$ cat src/rtl/parity_initiator_if.sv
// rtl/parity_initiator_if.sv - packet (m) and response (s) AXI-Stream channels of the parity link
interface parity_initiator_if;
    logic       axis_m_tvalid;
    logic [7:0] axis_m_tdata;
    logic       axis_m_tready;
    logic       axis_m_tlast;
    logic       axis_s_tvalid;
    logic [7:0] axis_s_tdata;
    logic       axis_s_tready;
    logic       axis_s_tlast;

    modport master (
        output axis_m_tvalid, axis_m_tdata, axis_m_tlast,
        input  axis_m_tready,
        input  axis_s_tvalid, axis_s_tdata, axis_s_tlast,
        output axis_s_tready
    );

    modport slave (
        input  axis_m_tvalid, axis_m_tdata, axis_m_tlast,
        output axis_m_tready,
        output axis_s_tvalid, axis_s_tdata, axis_s_tlast,
        input  axis_s_tready
    );
endinterface

$ cat src/rtl/parity_initiator.sv
// rtl/parity_initiator.sv - byte-parity link initiator: sends an LFSR packet and checks the parity reply
module parity_initiator #(
    parameter int         PKT_LEN   = 4,
    parameter logic [7:0] LFSR_SEED = 8'hA5,
    parameter int         TIMEOUT   = 255
) (
    input  logic               a_clk,
    input  logic               axis_areset,
    input  logic               start,
    parity_initiator_if.master axis,
    output logic               busy,
    output logic               done,
    output logic               pass,
    output logic [15:0]        pkt_count,
    output logic [15:0]        err_count
);
    localparam logic [7:0]  SEED     = (LFSR_SEED == 8'h00) ? 8'h01 : LFSR_SEED;
    localparam logic [7:0]  LAST_IDX = 8'(PKT_LEN - 1);
    localparam logic [15:0] TMO_LAST = 16'(TIMEOUT - 1);

    typedef enum logic [2:0] {IDLE, SEND, RECV, DRAIN, FIN} state_t;
    state_t state, state_nx;

    logic [7:0]  lfsr;
    logic [7:0]  idx;
    logic        parity;
    logic        exp_odd;
    logic [1:0]  ridx;
    logic [15:0] tcnt;
    logic        m_hs, s_hs;
    logic [7:0]  exp_byte;
    logic        exp_last;
    logic        beat_ok;
    logic        fin_pass;
    logic        tmo_hit;

    assign m_hs    = (state == SEND) && axis.axis_m_tready;
    assign s_hs    = ((state == RECV) || (state == DRAIN)) && axis.axis_s_tvalid;
    assign tmo_hit = (tcnt == TMO_LAST);

    // Reply pattern: odd parity -> FF(last); even parity -> AB, 12, DE(last)
    always_comb begin
        exp_byte = 8'hFF;
        exp_last = 1'b1;
        if (!exp_odd) begin
            case (ridx)
                2'd0:    begin exp_byte = 8'hAB; exp_last = 1'b0; end
                2'd1:    begin exp_byte = 8'h12; exp_last = 1'b0; end
                default: begin exp_byte = 8'hDE; exp_last = 1'b1; end
            endcase
        end
    end

    assign beat_ok = (axis.axis_s_tdata == exp_byte) && (axis.axis_s_tlast == exp_last);

    always_ff @(posedge a_clk) begin
        if (axis_areset) state <= IDLE;
        else             state <= state_nx;
    end

    always_comb begin
        state_nx = state;
        fin_pass = 1'b0;
        case (state)
            IDLE: if (start) state_nx = SEND;
            SEND: if (m_hs && (idx == LAST_IDX)) state_nx = RECV;
            RECV: begin
                if (s_hs) begin
                    if (beat_ok && exp_last) begin
                        state_nx = FIN;
                        fin_pass = 1'b1;
                    end else if (!beat_ok) begin
                        state_nx = axis.axis_s_tlast ? FIN : DRAIN;
                    end
                end else if (tmo_hit) begin
                    state_nx = FIN;
                end
            end
            DRAIN: begin
                if (s_hs) begin
                    if (axis.axis_s_tlast) state_nx = FIN;
                end else if (tmo_hit) begin
                    state_nx = FIN;
                end
            end
            FIN:     state_nx = IDLE;
            default: state_nx = IDLE;
        endcase
    end

    always_ff @(posedge a_clk) begin
        if (axis_areset) begin
            lfsr      <= SEED;
            idx       <= '0;
            parity    <= 1'b0;
            exp_odd   <= 1'b0;
            ridx      <= '0;
            tcnt      <= '0;
            pass      <= 1'b0;
            pkt_count <= '0;
            err_count <= '0;
        end else begin
            if ((state == IDLE) && start) begin
                idx    <= '0;
                parity <= 1'b0;
            end
            if (m_hs) begin
                lfsr   <= {lfsr[6:0], lfsr[7] ^ lfsr[5] ^ lfsr[4] ^ lfsr[3]};
                parity <= parity ^ (^lfsr);
                idx    <= idx + 8'd1;
                if (idx == LAST_IDX) begin
                    exp_odd <= parity ^ (^lfsr);
                    ridx    <= '0;
                    tcnt    <= '0;
                end
            end
            // Idle counter restarts on every accepted response beat
            if (s_hs) begin
                tcnt <= '0;
                if ((state == RECV) && beat_ok) ridx <= ridx + 2'd1;
            end else if ((state == RECV) || (state == DRAIN)) begin
                tcnt <= tcnt + 16'd1;
            end
            if (state_nx == FIN) begin
                pass      <= fin_pass;
                pkt_count <= pkt_count + 16'd1;
                if (!fin_pass) err_count <= err_count + 16'd1;
            end
        end
    end

    assign axis.axis_m_tvalid = (state == SEND);
    assign axis.axis_m_tdata  = (state == SEND) ? lfsr : 8'h00;
    assign axis.axis_m_tlast  = (state == SEND) && (idx == LAST_IDX);
    assign axis.axis_s_tready = (state == RECV) || (state == DRAIN);
    assign busy               = (state != IDLE);
    assign done               = (state == FIN);
endmodule

$ cat src/flat_wrapper.sv
// flat-port wrapper written by rule: the top's interface ports become plain ports
module parity_initiator_flat 
#(
    parameter int         PKT_LEN   = 4,
    parameter logic [7:0] LFSR_SEED = 8'hA5,
    parameter int         TIMEOUT   = 255
)
  (a_clk, axis_areset, start, busy, done, pass, pkt_count, err_count, axis_axis_m_tvalid, axis_axis_m_tdata, axis_axis_m_tlast, axis_axis_m_tready, axis_axis_s_tvalid, axis_axis_s_tdata, axis_axis_s_tlast, axis_axis_s_tready);
  parity_initiator_if axis_i ();
  input  logic a_clk;
  input  logic axis_areset;
  input  logic start;
  output logic busy;
  output logic done;
  output logic pass;
  output logic [15:0] pkt_count;
  output logic [15:0] err_count;
  output wire logic [$bits(axis_i.axis_m_tvalid)-1:0] axis_axis_m_tvalid;
  output wire logic [$bits(axis_i.axis_m_tdata)-1:0] axis_axis_m_tdata;
  output wire logic [$bits(axis_i.axis_m_tlast)-1:0] axis_axis_m_tlast;
  input wire logic [$bits(axis_i.axis_m_tready)-1:0] axis_axis_m_tready;
  input wire logic [$bits(axis_i.axis_s_tvalid)-1:0] axis_axis_s_tvalid;
  input wire logic [$bits(axis_i.axis_s_tdata)-1:0] axis_axis_s_tdata;
  input wire logic [$bits(axis_i.axis_s_tlast)-1:0] axis_axis_s_tlast;
  output wire logic [$bits(axis_i.axis_s_tready)-1:0] axis_axis_s_tready;
  assign axis_axis_m_tvalid = axis_i.axis_m_tvalid;
  assign axis_axis_m_tdata = axis_i.axis_m_tdata;
  assign axis_axis_m_tlast = axis_i.axis_m_tlast;
  assign axis_i.axis_m_tready = axis_axis_m_tready;
  assign axis_i.axis_s_tvalid = axis_axis_s_tvalid;
  assign axis_i.axis_s_tdata = axis_axis_s_tdata;
  assign axis_i.axis_s_tlast = axis_axis_s_tlast;
  assign axis_axis_s_tready = axis_i.axis_s_tready;
  parity_initiator #(.PKT_LEN(PKT_LEN), .LFSR_SEED(LFSR_SEED), .TIMEOUT(TIMEOUT)) u_core (.a_clk(a_clk), .axis_areset(axis_areset), .start(start), .axis(axis_i), .busy(busy), .done(done), .pass(pass), .pkt_count(pkt_count), .err_count(err_count));
endmodule
$ cat config.mk
export PLATFORM = sky130hd
export DESIGN_NAME = parity_initiator_flat
export DESIGN_NICKNAME = d
export VERILOG_FILES = /design/src/rtl/parity_initiator_if.sv /design/src/rtl/parity_initiator.sv /design/src/flat_wrapper.sv
export SDC_FILE = /design/constraint.sdc
export NUM_CORES = 1
export LEC_CHECK = 0
export CAP_MARGIN = 20
export CORE_MARGIN = 4
export CORE_UTILIZATION = 41
export CTS_BUF_LIST = sky130_fd_sc_hd__clkbuf_16
export CTS_CLUSTER_DIAMETER = 50
export DETAILED_ROUTE_END_ITERATION = 6
export PLACE_DENSITY = 0.68
export SYNTH_ARGS = -nofsm -noshare
export SYNTH_HDL_FRONTEND = slang
export SYNTH_SLANG_ARGS = --single-unit
$ cat constraint.sdc
create_clock -name a_clk -period 5.3 [get_ports a_clk]
set_input_delay 0.53 -clock a_clk [delete_from_list [all_inputs] [get_ports a_clk]]
set_output_delay 0.53 -clock a_clk [all_outputs]
set_load 0.05 [all_outputs]
==> flow_summary.ini <==
[setup_path]
arrival_ps = 2400
worstSetupEndpointType = output port
cp_num_buf_inv = 1
worstSetupPathType = register to output port
worstPathRequired_ps = 4770
critPathLaunchType = register
slowest_stage = clkdlybuf4s50_1
critical-path-max-stage-delay_ps = 820
crit_chain = ha_1 > nor4b_1 > and3_1 > clkdlybuf4s50_1
critPathTopFamily = buffers and inverters
path_max_fanout = 4

[pwr]
power.density_cell_area_mw_per_mm2 = 269
p_leak_nw = 1.59
peakVddDrop_v = 0.000146

[synthesis]
synth_top_cells_by_area = dfxtp_1 41%, nor2_1 5.4%, a21oi_1 4.8%
mappedNetlistArea_mm2 = 0.00355
synth_enable_flop_cells = 0
synthMostInstantiatedCell = dfxtp_1
post_synth_inst_count = 425
postSynth.topFlopCell = dfxtp_1
synth_seq_cells = 72
synthesis.area_per_instance_um2 = 8.36
synth_sequential_area_ratio_pct = 40.6
netlist.area_leader.share_pct = 40.6
synth_commonest_cells = 72 x dfxtp_1, 51 x nor2_1, 39 x nand2_1, 34 x a21oi_1, 34 x nand3_1
syn-num-nets = 447
yosysTopAreaCell = dfxtp_1
ys_warn_count = 0
asyncSetResetFlopFracSynth_pct = 0
synthDistinctLibCells = 52

[grt]
track_usage_pct = 17.1
first_global_vias = 3021
wire_length_of_the_first_global_routing_pass_um = 14100
maximum_number_of_pins_on_one_net_before_global_route_repair = 54
grt_overflow = 0
grt_antenna_before_repair = 0

[floorplanning]
start_util_pct = 42.6
std_cell_rows = 33
core_area_mm2 = 0.00834
die_area_mm2 = 0.0102
pin_count = 60
die_w_um = 101
die_y_um = 101

[job]
max-cap-violations = 0

[final_layout]
layout.nets = 503
finalCoreUtilization_pct = 53.9
area_growth_from_synthesis_to_layout_pct = 26.6
layout-drive-gt1-share_pct = 4.12
antenna_cells = 0

[cts]
post_cts_hold_buffer_count = 0
clk_pin_slew_worst_paths_ps = 50
cts_buffers = 9
cts_max_path_buffers = 2
clock_latency_ps = 330
postCtsSetupBuffers = 0
clock-sinks = 72
post_cts_resize_count = 0
tritoncts = built
clock-root-buffer = clkbuf_16
ctsHtreeMaxLevel = 3

[detailed_routing]
drt_iter0_markers = 133
antenna_violating_nets_post_route = 0
finalWirelength_um = 8350
route.detailed.vias_per_inst = 5.52
route.vias.total = 3257
route.detailed.drc = 0
drt_pre_antenna_iters = 4
detail_route.wl_per_cell_um = 14.1

[hold_path]
hp-class = register to register

[timing]
fin_crit_sh_pct = 55.2
fin_setup_tns_ps = 0
clock.fmax_mhz = 342
slack_of_the_critical_path_ps = 2370
setup-violations-final = 0
setup_repair_after_global_routing_missed_its_margin = no
max_slew.worst_pin.slew_ps = 1020
maxSlewViolCount = 0
min_period_ps = 2930
report.final.hold_viol_count = 0
slew_headroom_pct = 31.9
finalClockSkew_ps = 5.41

[place]
count_of_buffers_inserted_at_the_top_level_ports = 59
global_placement_routability_congestion = 0.844
dp_slack_ps = 2090
detailedPlacementHpwl_um = 5720

[status]
status = finished, final reports clean
## final timing paths
kind | endpoint | startpoint | slack (ps) | depth (start not counted)
max | axis_axis_m_tlast | u_core.idx[0]$_SDFFE_PP0P_ | 2370 | 4
min | u_core.tcnt[7]$_SDFFE_PP0P_ | u_core.tcnt[7]$_SDFFE_PP0P_ | 470 | 2
max reg2reg | u_core.state[0]$_SDFF_PP0_ | u_core.state[0]$_SDFF_PP0_ | 2820 | 5
min reg2reg | u_core.tcnt[7]$_SDFFE_PP0P_ | u_core.tcnt[7]$_SDFFE_PP0P_ | 470 | 2
## placed cells by master (no fill, tap or decap), drive strengths merged, types with 3 or more instances in the layout
cell type / n
a211oi: 3
a21oi: 34
a31oi: 4
and2: 14
and3: 12
and4: 6
buf: 3
clkbuf: 9
clkdlybuf4s50: 58
dfxtp: 72
ha: 8
inv: 12
mux2: 6
nand2: 39
nand3: 34
nand4: 9
nor2: 51
nor2b: 3
nor3: 6
nor4: 3
o21a: 3
o21ai: 10
o31ai: 9
or2: 3
or3: 5
or4: 9
xnor2: 11
xor2: 16
## kinds of logic after synthesis
kind of cell / after synthesis / share of synthesized area, %
xor gates and xnor gates: 28 / 7.29
DFF: 72 / 40.6
buffers and inverters: 26 / 2.82
AOI/OAI and AO/OA: 76 / 13.1
adders and majority gates: 8 / 2.82
muxes: 7 / 2.18
and+or+nand+nor: 208 / 31.2
## metrics by stage
stage,instances,instance area (um^2),hold slack (ps),power [mW]
global route,590,4500,503,1.26
floorplan,425,3550,448,0.621
global placement,574,4210,466,0.649
finish,590,4500,473,1.21
detailed placement,574,4210,470,0.651
CTS,589,4490,477,1.22
## worst min-delay path, cell delays in order, from the launching register on
cell     delay [ps]
dfxtp_1         310
nand3_1          60
a21oi_1          50
## final cells by class
class                           instances  area, um^2
Sequential cell                        72        1440
Clock inverter                          6        53.8
Timing Repair Buffer                   61         598
Inverter                               10        37.5
Multi-Input combinational cell        327        2010
Tap cell                              105         131
Clock buffer                            9         225
Fill cell                             813        3840
## power breakdown
part	switching (mW)	internal (mW)	leakage, nW	total [mW]
combinational	0.0527	0.0342	0.869	0.0868
sequential	0.00572	0.547	0.581	0.552
clock	0.217	0.355	0.141	0.572
## sequential cells by signal, summed over array words and instances (netlist names)
register and cells:
u_core.pkt_count 16, u_core.state 3, u_core.pass 1, u_core.parity 1, u_core.ridx 2, u_core.tcnt 16, u_core.err_count 16, u_core.lfsr 8
u_core.exp_odd 1, u_core.idx 8
## layer usage
layer / part of all wire (%) / vias up / global-route usage (%)
li1: - / 1634 / -
met1: 47 / 1534 / 22.7
met2: 45 / 77 / 26.3
met3: 6.6 / 12 / 5.05
met4: 1.3 / 0 / 6.13
met5: 0 / - / 0
Power figures use the tool's default switching activity.
